[src/rtl/rst_seq_ctrl.sv]
// rst_seq_ctrl: PLL reset / lock qualification and staged per-domain reset release with retry and fault latch
module rst_seq_ctrl #(
   parameter int N_CH         = 2,
   parameter int PLL_RST_CYC  = 16,
   parameter int LOCK_TIMEOUT = 4096,
   parameter int LOCK_STABLE  = 64,
   parameter int STAGE_DLY    = 8,
   parameter int MAX_RETRY    = 3
) (
   input  logic                           clk_i,
   input  logic                           rst_i,
   input  logic                           pll_locked_i,
   input  logic                           sw_rst_i,
   output logic                           pll_areset_o,
   output logic [N_CH-1:0]                rst_n_o,
   output logic                           ready_o,
   output logic                           fault_o,
   output logic [$clog2(MAX_RETRY+1)-1:0] retry_cnt_o,
   output logic [2:0]                     state_o
);
   localparam int M0   = PLL_RST_CYC > LOCK_TIMEOUT ? PLL_RST_CYC : LOCK_TIMEOUT;
   localparam int M1   = LOCK_STABLE > STAGE_DLY ? LOCK_STABLE : STAGE_DLY;
   localparam int CMAX = M0 > M1 ? M0 : M1;
   localparam int CW   = $clog2(CMAX);
   localparam int HW   = N_CH > 1 ? $clog2(N_CH) : 1;
   localparam int RW   = $clog2(MAX_RETRY+1);
   localparam logic [CW-1:0] T_RST   = CW'(PLL_RST_CYC-1);
   localparam logic [CW-1:0] T_LOCK  = CW'(LOCK_TIMEOUT-1);
   localparam logic [CW-1:0] T_STAB  = CW'(LOCK_STABLE-1);
   localparam logic [CW-1:0] T_STG   = CW'(STAGE_DLY-1);
   localparam logic [HW-1:0] LAST_CH = HW'(N_CH-1);
   localparam logic [RW-1:0] R_MAX   = RW'(MAX_RETRY);

   typedef enum logic [2:0] {
      PLL_RST   = 3'd0,
      WAIT_LOCK = 3'd1,
      STABLE    = 3'd2,
      RELEASE   = 3'd3,
      RUN       = 3'd4,
      FAULT     = 3'd5
   } state_t;

   state_t         state, state_n;
   logic [CW-1:0]  cnt, cnt_n;
   logic [HW-1:0]  ch, ch_n;
   logic [RW-1:0]  retry_n;
   logic [N_CH-1:0] rst_n_n;
   logic           sync1, lock_s;

   assign state_o = state;

   // two-flop synchroniser for the asynchronous PLL lock
   always_ff @(posedge clk_i) begin
      if (rst_i) begin
         sync1  <= 1'b0;
         lock_s <= 1'b0;
      end else begin
         sync1  <= pll_locked_i;
         lock_s <= sync1;
      end
   end

   // state, counters and outputs; outputs decode the next state so they are flop outputs
   always_ff @(posedge clk_i) begin
      if (rst_i) begin
         state        <= PLL_RST;
         cnt          <= '0;
         ch           <= '0;
         retry_cnt_o  <= '0;
         rst_n_o      <= '0;
         pll_areset_o <= 1'b1;
         ready_o      <= 1'b0;
         fault_o      <= 1'b0;
      end else begin
         state        <= state_n;
         cnt          <= cnt_n;
         ch           <= ch_n;
         retry_cnt_o  <= retry_n;
         rst_n_o      <= rst_n_n;
         pll_areset_o <= (state_n == PLL_RST) || (state_n == FAULT);
         ready_o      <= state_n == RUN;
         fault_o      <= state_n == FAULT;
      end
   end

   // next-state logic; lock loss outranks software reset in the released states
   always_comb begin
      state_n = state;
      cnt_n   = cnt;
      ch_n    = ch;
      retry_n = retry_cnt_o;
      rst_n_n = rst_n_o;
      case (state)
         PLL_RST: begin
            rst_n_n = '0;
            cnt_n   = (cnt == T_RST) ? '0 : cnt + 1'b1;
            state_n = (cnt == T_RST) ? WAIT_LOCK : PLL_RST;
         end
         WAIT_LOCK: begin
            if (lock_s) begin
               state_n = STABLE;
               cnt_n   = '0;
            end else if (cnt == T_LOCK) begin
               retry_n = retry_cnt_o + 1'b1;
               state_n = (retry_n == R_MAX) ? FAULT : PLL_RST;
               cnt_n   = '0;
            end else begin
               cnt_n = cnt + 1'b1;
            end
         end
         STABLE: begin
            if (!lock_s) begin
               state_n = WAIT_LOCK;
               cnt_n   = '0;
            end else if (cnt == T_STAB) begin
               state_n = RELEASE;
               cnt_n   = '0;
               ch_n    = '0;
            end else begin
               cnt_n = cnt + 1'b1;
            end
         end
         RELEASE, RUN: begin
            if (!lock_s) begin
               state_n = PLL_RST;
               cnt_n   = '0;
               ch_n    = '0;
               rst_n_n = '0;
            end else if (sw_rst_i) begin
               state_n = RELEASE;
               cnt_n   = '0;
               ch_n    = '0;
               rst_n_n = '0;
            end else if (state == RELEASE) begin
               if (cnt == T_STG) begin
                  rst_n_n = rst_n_o | (N_CH'(1) << ch);
                  cnt_n   = '0;
                  ch_n    = (ch == LAST_CH) ? ch : ch + 1'b1;
                  state_n = (ch == LAST_CH) ? RUN : RELEASE;
                  retry_n = (ch == LAST_CH) ? '0 : retry_cnt_o;
               end else begin
                  cnt_n = cnt + 1'b1;
               end
            end
         end
         FAULT: begin
            rst_n_n = '0;
            if (sw_rst_i) begin
               state_n = PLL_RST;
               retry_n = '0;
               cnt_n   = '0;
            end
         end
         default: begin
            state_n = PLL_RST;
            cnt_n   = '0;
            ch_n    = '0;
            rst_n_n = '0;
         end
      endcase
   end
endmodule

[config.mk]
export PLATFORM = sky130hd
export DESIGN_NAME = rst_seq_ctrl
export DESIGN_NICKNAME = d
export VERILOG_FILES = /design/src/rtl/rst_seq_ctrl.sv
export SDC_FILE = /design/constraint.sdc
export NUM_CORES = 1
export LEC_CHECK = 0
export CAP_MARGIN = 20
export CORE_MARGIN = 1
export CORE_UTILIZATION = 60
export DETAILED_ROUTE_END_ITERATION = 16
export PLACE_DENSITY = 0.83
export SETUP_SLACK_MARGIN = 0.15
export SLEW_MARGIN = 20
export SYNTH_ARGS = -nofsm -noshare
export SYNTH_HDL_FRONTEND = slang
export SYNTH_SLANG_ARGS = --single-unit
export TNS_END_PERCENT = 10
[constraint.sdc]
create_clock -name clk_i -period 7.2 [get_ports clk_i]
set_input_delay 0.72 -clock clk_i [delete_from_list [all_inputs] [get_ports clk_i]]
set_output_delay 0.72 -clock clk_i [all_outputs]
set_load 0.01 [all_outputs]
======== Word level (Yosys, flattened, before mapping) ========
Index checks and enable logic that the tools add are counted.
storage, ports and cells
  register bits after elaboration ......... 25
  input bits .............................. 4
  output and inout bits ................... 10
  logic and storage cells ................. 98
operators by class
  add/subtract/negate cells ............... 3
  equality and inequality tests ........... 24
  shift operators ......................... 1
  muxes and demuxes ....................... 46
  bitwise logic cells ..................... 3
  reductions and logical operators ........ 11
operators by type and width
  cell                     number
  $mux W12                 10
  $pmux W12 S5             1
  $mux W3                  11
  $mux W2                  12
  $ne A2 B2 Y1 const B     10
  $pmux W3 S5              1
  $add A12 B1 Y12 const B  1
  $eq A12 B12 Y1 const B   1
  $eq A12 B3 Y1 const B    1
  $eq A12 B4 Y1 const B    1
  $eq A12 B6 Y1 const B    1
  $eq A3 B3 Y1 const B     4
  $reduce_and A9 Y1        1
  $mux W1                  8
  $ne A4 B4 Y1 const B     2
  $eq A3 B2 Y1 const B     2
  $logic_not A3 Y1         2
  $pmux W2 S3              1
  $reduce_and A5 Y1        1
  $pmux W2 S2              1
  $reduce_or A2 Y1         2
  $eq A3 B1 Y1 const B     1
  $pmux W1 S3              1
  $reduce_and A3 Y1        1
  10 further kinds         11

======== Depth between registers and ports, before layout ========
  depth in word-level cells ............... 8
  depth in mapped cells ................... 8
  depth with buffers taken out ............ 8

======== Least setup slack after synthesis ========
Ideal clock, no wire load.
  path type ............................... register -> register
  start point ............................. reg cnt[0]
  end point ............................... reg retry_cnt_o[0]
  library setup time ...................... 0.071 ns
  data arrival time ....................... 2.449 ns
  required time ........................... 7.129 ns
  path slack .............................. 4.680 ns
  stages on the path, launching flop included .. 8
  buffers on the path ..................... 0
  path through ............................ dfxtp_1 > ha_1 > or3b_2 > or4_4 > o41ai_2 > o21ai_1 > or4_1 > a21oi_1
on the way
  word-level cells in the longest chain between the ends .. 3
  elaborated cells on any way between the ends .. 5
  classes of those cells .................. 4 x eq/ne; 1 x reduce/logical
RTL lines
  what                                             line      source
  start, declared                                  44        logic [CW-1:0] cnt, cnt_n;
  start signal, assigned                           76        cnt <= cnt_n;
  $eq A12 B3 Y1 or $eq A12 B12 Y1 (tied branches)  135, 103
  $ne A2 B2 Y1 (no line)                           n/a
  $reduce_and A9 Y1 (no line) *                    n/a
  end signal, assigned                             78        retry_cnt_o <= retry_n;
  end, declared                                    18        output logic [$clog2(MAX_RETRY+1)-1:0] retry_cnt_o,
Mark *: on every way between the ends. The rest lies on a longest branch, timed or not.
A chain may end at the register's enable or synchronous reset.

======== Final worst setup path ========
  start point ............................. in sw_rst_i
  end point ............................... reg cnt[2]
on the way
  word-level cells in the longest chain between the ends .. 3
  elaborated cells on any way between the ends .. 6
  classes of those cells .................. 2 x eq/ne; 3 x mux; 1 x reduce/logical
RTL lines
  what             line  source
  start, declared  13    input logic sw_rst_i,
  $mux W12         129   end else if (sw_rst_i) begin
  $mux W12         124   if (!lock_s) begin
  $pmux W12 S5     93    case (state)
Parallel ways exist; a longest one is shown, timed or not.

==> PnR_summary.wiki <==
{| class="wikitable"
! Metric !! Value
|-
| Outcome || finished, final reports clean
|-
| Library cells used by synthesis || 46
|-
| Library cell used as clock root buffer || sky130_fd_sc_hd__clkbuf_4
|-
| FF+latch count, synth || 25
|-
| P_int || 0.166 mW
|-
| Num ports || 14
|-
| Count of vias placed by the detailed router || 1460
|-
| Number of antenna cells inserted || 0
|-
| Post-Syn Instances || 197
|-
| Number of post-CTS setup repair buffers || 0
|-
| Number of global-route vias before repair || 1263
|-
| Power dissipated by switching net loads || 0.0518 mW
|-
| DR DRC count || 0
|-
| Peak supply drop || 141 uV
|-
| Aggregate routed wire length || 3.36 mm
|-
| Clock network fraction of design power || 29.2%
|-
| CTS HTree Levels || 1
|-
| Path category of the worst min-delay check || reg2reg
|-
| Critical path, cell by cell || clkdlybuf4s50_1 -> nor2b_1 -> o21ai_0 -> a21o_1 -> a31oi_1 -> nand2_1 -> o311ai_0
|-
| Clock transition at the register clock pins on the worst setup and hold paths after CTS || 0.14 ns
|-
| Hold Vio Cnt, Final || 0
|-
| Hold depth || 1
|-
| Vertical extent of the die || 51.7 um
|-
| Share of the synthesized area in the top cell type || 33.8%
|-
| Average detailed-routed wire length per instance || 14.6 um
|-
| Register-to-Register Path Depth || 7
|-
| Count of routing violations after the opening detailed-route iteration || 69
|-
| Final worst-path cycle share || 39.2%
|-
| Worst Hold Path EP || lock_s
|-
| Syn_area_per_cell || 7.53 um2
|-
| Remaining global-route overflow || 0
|-
| Peak per-stage delay on the critical path || 0.56 ns
|-
| First-pass GRT wire length || 5.64 mm
|-
| Count of endpoints failing setup in the final report || 0
|-
| Input/output buffers || 13
|-
| Slowest library cell on the worst path || sky130_fd_sc_hd__clkdlybuf4s50_1
|-
| Combinational family with the most area after synthesis || simple AND/OR/NAND/NOR gates
|-
| Count of hold buffers inserted by post-cts repair || 0
|-
| Portion of total power attributed to sequential cells || 65.6%
|-
| Startpoint type of the worst setup path || input port
|-
| Max-slew violation count || 0
|-
| Critical Path Fanout Max || 9
|-
| Library cell occupying the most area in the post-synthesis netlist || sky130_fd_sc_hd__dfxtp_1
|-
| DPL Wire Length || 2.53 mm
|-
| Cell family with most CP delay || compound AO/OA/AOI/OAI gates
|-
| Fraction of power spent switching nets || 23.8%
|-
| Area growth from synthesis to layout || 10.1%
|-
| PwrDens || 134 nW/um2
|-
| Comb pwr share || 5.2%
|-
| CTS buffer count || 3
|-
| Die outline area || 2670 um2
|-
| Net count reported at finish || 210
|-
| WP buf/inv || 1
|-
| Total of warnings raised by yosys || 0
|-
| Share of synthesized cell area in full adder, half adder and majority cells || 1.69%
|-
| Compound-gate portion of the synthesized area || 23.8%
|-
| Count of flip-flops with a built-in enable after synthesis || 0
|-
| Sum of negative setup slack || 0 ns
|-
| Unrepaired setup endpoints after global routing || false
|-
| Ratio of cells with drive above 1 in the final layout || 6.40%
|-
| Setup crit end kind || flip-flop
|-
| Setup slack of the most critical reg-to-reg path || 4.42 ns
|-
| Max cap viols || 0
|-
| Net Count, Synth || 203
|-
| Least-Margin Pin Slew || 0.901 ns
|-
| Worst Min Path Start || sync1
|-
| Worst clock skew || 0.0180 ns
|-
| Clock Tree Buf Depth || 2
|-
| Top_reg_cell synth || sky130_fd_sc_hd__dfxtp_1
|-
| Detail-routed via count per cell || 6.32
|-
| Post-synthesis instance area || 1480 um2
|-
| Antenna violations before repair || 0
|-
| Horizontal die dimension || 51.7 um
|-
| Std cell rows || 17
|-
| Time the final worst path needs with I/O delays and setup || 2.82 ns
|-
| Worst rel slew slack || 39.4%
|-
| Arrival @ worst endpoint || 3.04 ns
|-
| Maximum operating frequency || 0.354 GHz
|-
| Area of the core || 2280 um2
|-
| Basic-gate share of the synthesized area counting and, or, nand and nor cells || 35.1%
|-
| Async set or reset register ratio after synthesis || 0%
|-
| Destination of the worst register-to-register timing path || retry_cnt_o[0]
|-
| Antenna Nets Post-Route || 0
|-
| WS Path Type || in2reg
|-
| Launch instance of the worst register-to-register path || cnt[0]
|-
| GRT Overall Usage || 28.2%
|-
| Leading cell types by total area after synthesis || sky130_fd_sc_hd__dfxtp_1 (34%), sky130_fd_sc_hd__nand2_1 (6.8%), sky130_fd_sc_hd__a21oi_1 (4.7%)
|-
| Maximum number of pins on one net before global-route repair || 21
|-
| Required arrival time at the worst endpoint || 7.41 ns
|-
| Initial standard-cell utilization of the core || 65.1%
|-
| Clock latency of the later-clocked register in the worst-skew pair || 0.34 ns
|-
| Xor/xnor cell area share of the yosys netlist || 0%
|-
| Leakage power of the design || 0.570 nW
|-
| Number of clock sinks seen by CTS || 25
|-
| Routability-driven placement congestion ratio || 0.918
|-
| Post-cts resize count || 0
|-
| Tightest hold margin || 0.455 ns
|-
| CTS tree || done
|-
| Register area share after synthesis || 33.8%
|-
| Count of TritonRoute iterations in the first routing pass || 4
|-
| Share of cell area taken by muxes after synthesis || 0.759%
|}
power by group through the flow:
stage | Sequential, mW | Combinational (mW) | Clock [mW]
floorplan | 0.144 | 0.00938 | 0
global placement | 0.146 | 0.0108 | 0
detailed placement | 0.146 | 0.0112 | 0
CTS | 0.143 | 0.0113 | 0.0656
global route | 0.143 | 0.0129 | 0.0691
finish | 0.143 | 0.0113 | 0.0638
layout by cell type (no fill, tap or decap), drive strengths merged, types with 6 or more instances in the layout:
| cell type | instances |
|---|---|
| inv | 8 |
| nand3 | 10 |
| nor2b | 6 |
| o21ai | 10 |
| a21oi | 14 |
| clkdlybuf4s50 | 13 |
| dfxtp | 25 |
| nand2 | 27 |
| nor2 | 17 |
kinds of logic (layout without fill, tap and decap cells):
logic type / Yosys count / after routing
DFF: 25 / 25
adders and majority gates: 2 / 2
AOI/OAI and AO/OA: 53 / 53
muxes: 1 / 1
and+or+nand+nor: 97 / 97
buffers and inverters: 19 / 25
cell usage after synthesis (4+ instances only):
master and count:
sky130_fd_sc_hd__nand4_1 4, sky130_fd_sc_hd__nand3_1 10, sky130_fd_sc_hd__nor2_1 17, sky130_fd_sc_hd__clkbuf_1 10
sky130_fd_sc_hd__dfxtp_1 25, sky130_fd_sc_hd__o21ai_0 9, sky130_fd_sc_hd__o311ai_0 4, sky130_fd_sc_hd__nor3_1 4
sky130_fd_sc_hd__a31oi_1 4, sky130_fd_sc_hd__a21oi_1 14, sky130_fd_sc_hd__nor2b_1 6, sky130_fd_sc_hd__nand2_1 27
sky130_fd_sc_hd__inv_1 8
state kept, by name (all words and copies together) (netlist names):
signal	flops
ch	1
cnt	12
fault_o	1
lock_s	1
pll_areset_o	1
ready_o	1
retry_cnt_o	2
rst_n_o	2
state_o	3
sync1	1
worst max path at each step:
stage	startpoint	to	slack (ns)	depth (start not counted)
finish	sw_rst_i	cnt[2]	4.38	7
global route	sw_rst_i	cnt[2]	4.10	7
CTS	sw_rst_i	cnt[3]	4.40	7
detailed placement	sw_rst_i	cnt[3]	4.05	7
global placement	sw_rst_i	cnt[5]	4.25	7
floorplan	cnt[0]	retry_cnt_o[0]	4.68	7
routing by layer:
layer / GRT usage (%) / part of all wire (%) / vias to the layer above
li1: - / - / 736
met1: 40.1 / 49 / 649
met2: 41.3 / 43 / 68
met3: 4.68 / 6.0 / 7
met4: 13.1 / 1.9 / 0
met5: 0 / 0 / -
final cells by class:
class,count,area [um2]
Fill cell,174,643
Sequential cell,25,500
Multi-Input combinational cell,153,910
Clock buffer,3,22.5
Inverter,8,30.0
Clock inverter,1,5.00
Tap cell,28,35.0
Timing Repair Buffer,13,130
per-stage QoR:
step | setup slack [ns] | util (%) | power, mW | std cells | instance area, um2
final | 4.38 | 71.7 | 0.218 | 231 | 1630
after global routing | 4.10 | 71.7 | 0.225 | 231 | 1630
after CTS | 4.40 | 71.7 | 0.220 | 231 | 1630
after detailed placement | 4.05 | 70.5 | 0.157 | 227 | 1610
after global placement | 4.25 | 70.5 | 0.157 | 227 | 1610
after floorplan | 4.68 | - | 0.154 | 197 | 1480
(Power assumes the default switching activity.)
==> RTL edit 1: new RTL, same flow settings <==
Change the parameter `LOCK_TIMEOUT` from 4096 to 2048.
--- a/src/rtl/rst_seq_ctrl.sv
+++ b/src/rtl/rst_seq_ctrl.sv
@@ -2,7 +2,7 @@
 module rst_seq_ctrl #(
    parameter int N_CH         = 2,
    parameter int PLL_RST_CYC  = 16,
-   parameter int LOCK_TIMEOUT = 4096,
+   parameter int LOCK_TIMEOUT = 2048,
    parameter int LOCK_STABLE  = 64,
    parameter int STAGE_DLY    = 8,
    parameter int MAX_RETRY    = 3
Function: no difference found for any inputs over 10 cycles, from zero or initial values and one cycle with rst_i high; that may be too few to reach the edited logic, so the function may still have changed.
==> RTL edit 1 against the original RTL <==
Register-to-register slack better by 400 ps. Power is 13% higher. Setup slack better by 450 ps. Area after synthesis is 4.1% lower. Die area is 3.9% lower. Wire length is 8.4% lower. Sequential cell count is 1 lower. Final area is 2.5% lower. Cell count is 8.7% lower. Critical path type is now flip-flop to flip-flop.
==> RTL edit 1: results (changes against the original RTL) <==
| Metric | Value |
|---|---|
| Initial antenna violation count | 0 (unchanged) |
| GPL Wtd Cong | 0.879 (-4.3%) |
| First-pass GRT wire length | 5150 um (-8.7%) |
| Cells taking the most area after synthesis | dfxtp_1 34%, nor3_1 5.3%, a21oi_1 3.9% |
| Largest register by flop count | cnt |
| Clock skew | 2.70 ps (-15.3 ps) |
| Largest net degree at the start of global routing | 22 (+4.8%) |
| Max Root-Sink Buffers | 2 (unchanged) |
| Critical Path Start Type | flip-flop |
| CP Max Fanout | 6 (-3) |
| Clock transition at path regs | 140 ps (about the same) |
| VDD IR max | 0.230 mV (+63%) |
| Buffers on Ports | 13 (unchanged) |
| Leakage power | 0.522 nW (-8.5%) |
| PostCTS Resize Cnt | 0 (unchanged) |
| Placement Cell Area | 1540 sq um (-4.4%) |
| Fmax | 421 MHz (+19%) |
| Number of global-route vias before repair | 1108 (-12%) |
| Slew @ Worst Pin | 748 ps (-153 ps) |
| Sequential-to-total area share from yosys stat | 33.8% (about the same) |
| DR vias | 1317 (-9.8%) |
| Crit path arrival time | 2570 ps (-470 ps) |
| Dpl hpwl | 2210 um (-13%) |
| Post-Syn Nets | 183 (-9.9%) |
| First DRT Iteration DRCs | 39 (-43%) |
| FF-to-FF setup slack | 4820 ps (+400 ps) |
| # nets final | 190 (-9.5%) |
| CTS Buf Count | 3 (unchanged) |
| Outcome | completed |
| Htree depth | 1 (unchanged) |
| Pre-CTS setup slack | 4350 ps (+305 ps) |
| Pre-Repair DR Iteration Count | 4 (unchanged) |
| WL/cell | 14.6 um (+0.26%) |
| Fraction of registers with async set/reset | 0% (unchanged) |
| Layout cells sized above 1 | 7.10% (+0.70 points) |
| Ys Warns | 0 (unchanged) |
| Worst skew pair latency | 320 ps (-20 ps) |
| Final-layout fill cell count | 169 (-2.9%) |
| Synth cell count leaders | 24 x dfxtp_1, 15 x nor3_1, 13 x nand2_1, 13 x nor2_1, 11 x a21oi_1 |
| Max FFs per register | 11 (-1) |
| Antenna Cells | 0 (unchanged) |
| Postcts setup bufs | 0 (unchanged) |
| Finished Layout Cells | 211 (-8.7%) |
| Hold WS | 453 ps (-2.23 ps) |
| Clock root buffer | clkbuf_4 |
| Synth unique cells | 47 (+2.2%) |
| Syn_area_per_cell | 8.04 sq um (+6.8%) |
| Hold crit path type | flip-flop to flip-flop |
| Hold Path Origin | sync1$_SDFF_PP0_ |
| GRT Total Usage | 26.6% (-1.7 points) |
[RTL edit 1: cells by family (layout without fill, tap and decap cells)]
kind of cell	count (synthesis)	after routing	synth area share, %
buffers and inverters	17	23	5.28
XOR/XNOR	7	7	4.31
AO/OA/AOI/OAI	43	43	20.5
AND/OR/NAND/NOR	84	84	34.4
flip-flops	24	24	33.8
adder cells (fa/ha/maj)	2	2	1.76
[RTL edit 1: where the power goes]
group / leakage (nW) / switching [mW] / internal (mW)
logic: 0.300 / 0.00572 / 0.00484
clock network: 0.0279 / 0.0432 / 0.0563
registers: 0.194 / 0.00223 / 0.135
total: 0.522 / 0.0512 / 0.196
[RTL edit 1: final timing paths]
path                                            end  cells after the start
worst max register to register  cnt[7]$_SDFFE_PP0P_                      6
worst min-delay path              lock_s$_SDFF_PP0_                      1
worst max-delay path            cnt[7]$_SDFFE_PP0P_                      6
worst min register to register    lock_s$_SDFF_PP0_                      1
[RTL edit 1: critical path, stage by stage (launching register included)]
cell and delay, ps:
dfxtp_1 400, ha_1 230, or4bb_4 590, nor3_1 240
a32oi_1 280, nor3_2 410, nor3_1 90
[RTL edit 1: area by class of cell]
class	count	area, sq um	area share (%)
repair buffers	13	130	8.17
multi-input cells	136	872	54.8
clock inverters	1	30.0	1.89
inverters	6	22.5	1.41
well taps	28	35.0	2.20
clock buffers	3	22.5	1.41
flip-flops and latches	24	480	30.2
[RTL edit 1: layer usage]
metal	vias to the layer above	track usage, %	routed length, um
li1	656	-	-
met1	607	35.7	1450
met2	50	43.1	1440
met3	4	3.64	165
met4	0	9.72	29
met5	-	0	0
==> RTL edit 2: new RTL, same flow settings <==
Without the edit above. Reset style: asynchronous (`rst_i`), changed in 2 clocked blocks.
--- a/src/rtl/rst_seq_ctrl.sv
+++ b/src/rtl/rst_seq_ctrl.sv
@@ -50,7 +50,7 @@
    assign state_o = state;
 
    // two-flop synchroniser for the asynchronous PLL lock
-   always_ff @(posedge clk_i) begin
+   always_ff @(posedge clk_i or posedge rst_i) begin
       if (rst_i) begin
          sync1  <= 1'b0;
          lock_s <= 1'b0;
@@ -61,7 +61,7 @@
    end
 
    // state, counters and outputs; outputs decode the next state so they are flop outputs
-   always_ff @(posedge clk_i) begin
+   always_ff @(posedge clk_i or posedge rst_i) begin
       if (rst_i) begin
          state        <= PLL_RST;
          cnt          <= '0;
Function: same outputs for any inputs over 10 cycles, from zero or initial values and one cycle with rst_i high; that may be too few to reach the edited logic, so the function may still have changed.
==> RTL edit 2 against the original RTL <==
Area after synthesis is 1.1% higher. Critical path type unchanged. Final area up 1.2%. Via count decreased by 12%. Register-to-register slack gained 360 ps. Die area is 1.0% higher. Wire length down 2.2%. Setup slack gained 280 ps. Sequential cell count unchanged. Highest routed layer unchanged. Fmax is 11% higher.
Power is not compared: it rests on default switching activity, and its combinational part moved more than twofold at a synthesized area within 25%.
==> RTL edit 2: results (changes against the original RTL) <==
| Metric | Value |
|---|---|
| Initial antenna violation count | 0 (unchanged) |
| Routed WL | 3290 um (-2.2%) |
| Number of global-route vias before repair | 1254 (-0.71%) |
| PostCTS Resize Cnt | 0 (unchanged) |
| GRT Total Usage | 28.3% (+0.067 points) |
| NonClk Buf Share | 7.87% (-0.097 points) |
| Nonclk inv count | 3 (-5) |
| Sequential share of cell area | 37.9% (+7.3 points) |
| Clock skew | 11.5 ps (-6.52 ps) |
| Post-route cell area | 1650 sq um (+1.2%) |
| Layout cells sized above 1 | 8.72% (+2.3 points) |
| Headroom to the max-slew limit | 37.1% (-2.2 points) |
| Residual DRC | 0 (unchanged) |
| Delay of the slowest critical-path stage | 570 ps |
| Dpl hpwl | 2390 um (-5.8%) |
| Ys flop type | dfrtp_1 |
| Clock root buffer | clkbuf_4 |
| Synth cell count leaders | 24 x dfrtp_1, 21 x nor2_1, 16 x nand2_1 |
| # nets final | 179 (-15%) |
| Non-clk bufs | 13 (unchanged) |
| Fraction of registers with async set/reset | 100% (+100 points) |
| Placed cells | 196 (-14%) |
| Hold crit path type | flip-flop to flip-flop |
| CP Max Fanout | 9 (unchanged) |
| R2r worst-path depth | 6 (-1) |
| Sequential-to-total area share from yosys stat | 41.8% (+8.1 points) |
| DR vias/cell | 6.45 (+2.1%) |
| Buffers on Ports | 13 (unchanged) |
| Max Root-Sink Buffers | 2 (unchanged) |
| Placement Cell Area | 1620 sq um (+1.1%) |
| Outcome | completed |
| Hold Path Origin | sync1$_DFF_PP0_ |
| CTS Buf Count | 3 (unchanged) |
| FF+latch count, synth | 25 (unchanged) |
| GPL Wtd Cong | 0.906 (-1.3%) |
| Crit-path leading delay family | simple AND/OR/NAND/NOR gates |
| WL/cell | 16.4 um (+13%) |
| Leakage power | 0.724 nW |
| Clock-cell share | 1.82% (+0.13 points) |
| Post-Syn Nets | 170 (-16%) |
| Pre-CTS setup slack | 4340 ps (+295 ps) |
| Worst Hold Depth | 0 (-1) |
| Largest net degree at the start of global routing | 26 (+24%) |
| Slowest CP cell | clkdlybuf4s50_1 |
| WHS Endpoint | lock_s$_DFF_PP0_ |
| Worst r2r dst | cnt[0]$_DFFE_PP0P_ |
| FF-to-FF setup slack | 4780 ps (+360 ps) |
| Cells taking the most area after synthesis | dfrtp_1 40%, nor2_1 5.3%, nand2_1 4.0% |
| Critical R2R Launch | cnt[6]$_DFFE_PP0P_ |
| Mapped Cells | 164 (-17%) |
| Final-layout fill cell count | 158 (-9.2%) |
| Crit path arrival time | 2820 ps (-220 ps) |
| Synth unique cells | 50 (+8.7%) |
| Ys Warns | 0 (unchanged) |
| First DRT Iteration DRCs | 55 (-20%) |
| Hold WS | 371 ps (-83.4 ps) |
| Fraction of area in multi-input gates | 49.6% (-6.1 points) |
| First-pass GRT wire length | 5530 um (-2.0%) |
| Multi-input gates | 127 (-17%) |
[RTL edit 2: cell count changes in the layout (fill, tap and decap cells not counted), moves of 5 or more]
| cell | unedited run | this run |
|---|---|---|
| inv_1 | 8 | 3 |
| a22o_1 | 0 | 5 |
| a21oi_1 | 14 | 3 |
| dfrtp_1 | 0 | 24 |
| dfxtp_1 | 25 | 0 |
| nand2_1 | 27 | 16 |
[RTL edit 2: cell families after synthesis]
group | count (synthesis) | share of synthesized area [%]
adders and majority gates | 2 | 1.67
muxes | 1 | 0.751
xor gates and xnor gates | 4 | 2.34
DFF | 25 | 41.8
buffers and inverters | 12 | 3.51
AOI/OAI and AO/OA | 36 | 18.9
and+or+nand+nor | 84 | 31.1
[RTL edit 2: worst max-delay path by stage]
stage,end,slack (ps)
2_1_floorplan,cnt[0]$_DFFE_PP0P_,4930
3_3_place_gp,cnt[0]$_DFFE_PP0P_,4460
3_5_place_dp,cnt[0]$_DFFE_PP0P_,4340
4_1_cts,cnt[0]$_DFFE_PP0P_,4700
5_1_grt,cnt[8]$_DFFE_PP0P_,4440
6_report,cnt[8]$_DFFE_PP0P_,4660
[RTL edit 2: worst register-to-register path: stages, from the launching register on]
cell,delay [ps]
dfrtp_1,470
or4_4,590
o41ai_4,420
nor2_2,110
a211oi_4,370
nor2_2,110
mux2_2,280
[RTL edit 2: report_power, final]
group	internal, mW	total, mW	switching, mW
Combinational	0.0814	0.180	0.0991
Clock	0.0213	0.0670	0.0457
Sequential	0.168	0.208	0.0399
Total	0.271	0.456	0.185
[RTL edit 2: routing by layer]
layer	wire, um	GRT usage (%)
met1	1440	36.8
met2	1500	44.4
met3	252	6.73
met4	95	12.6
met5	0	0
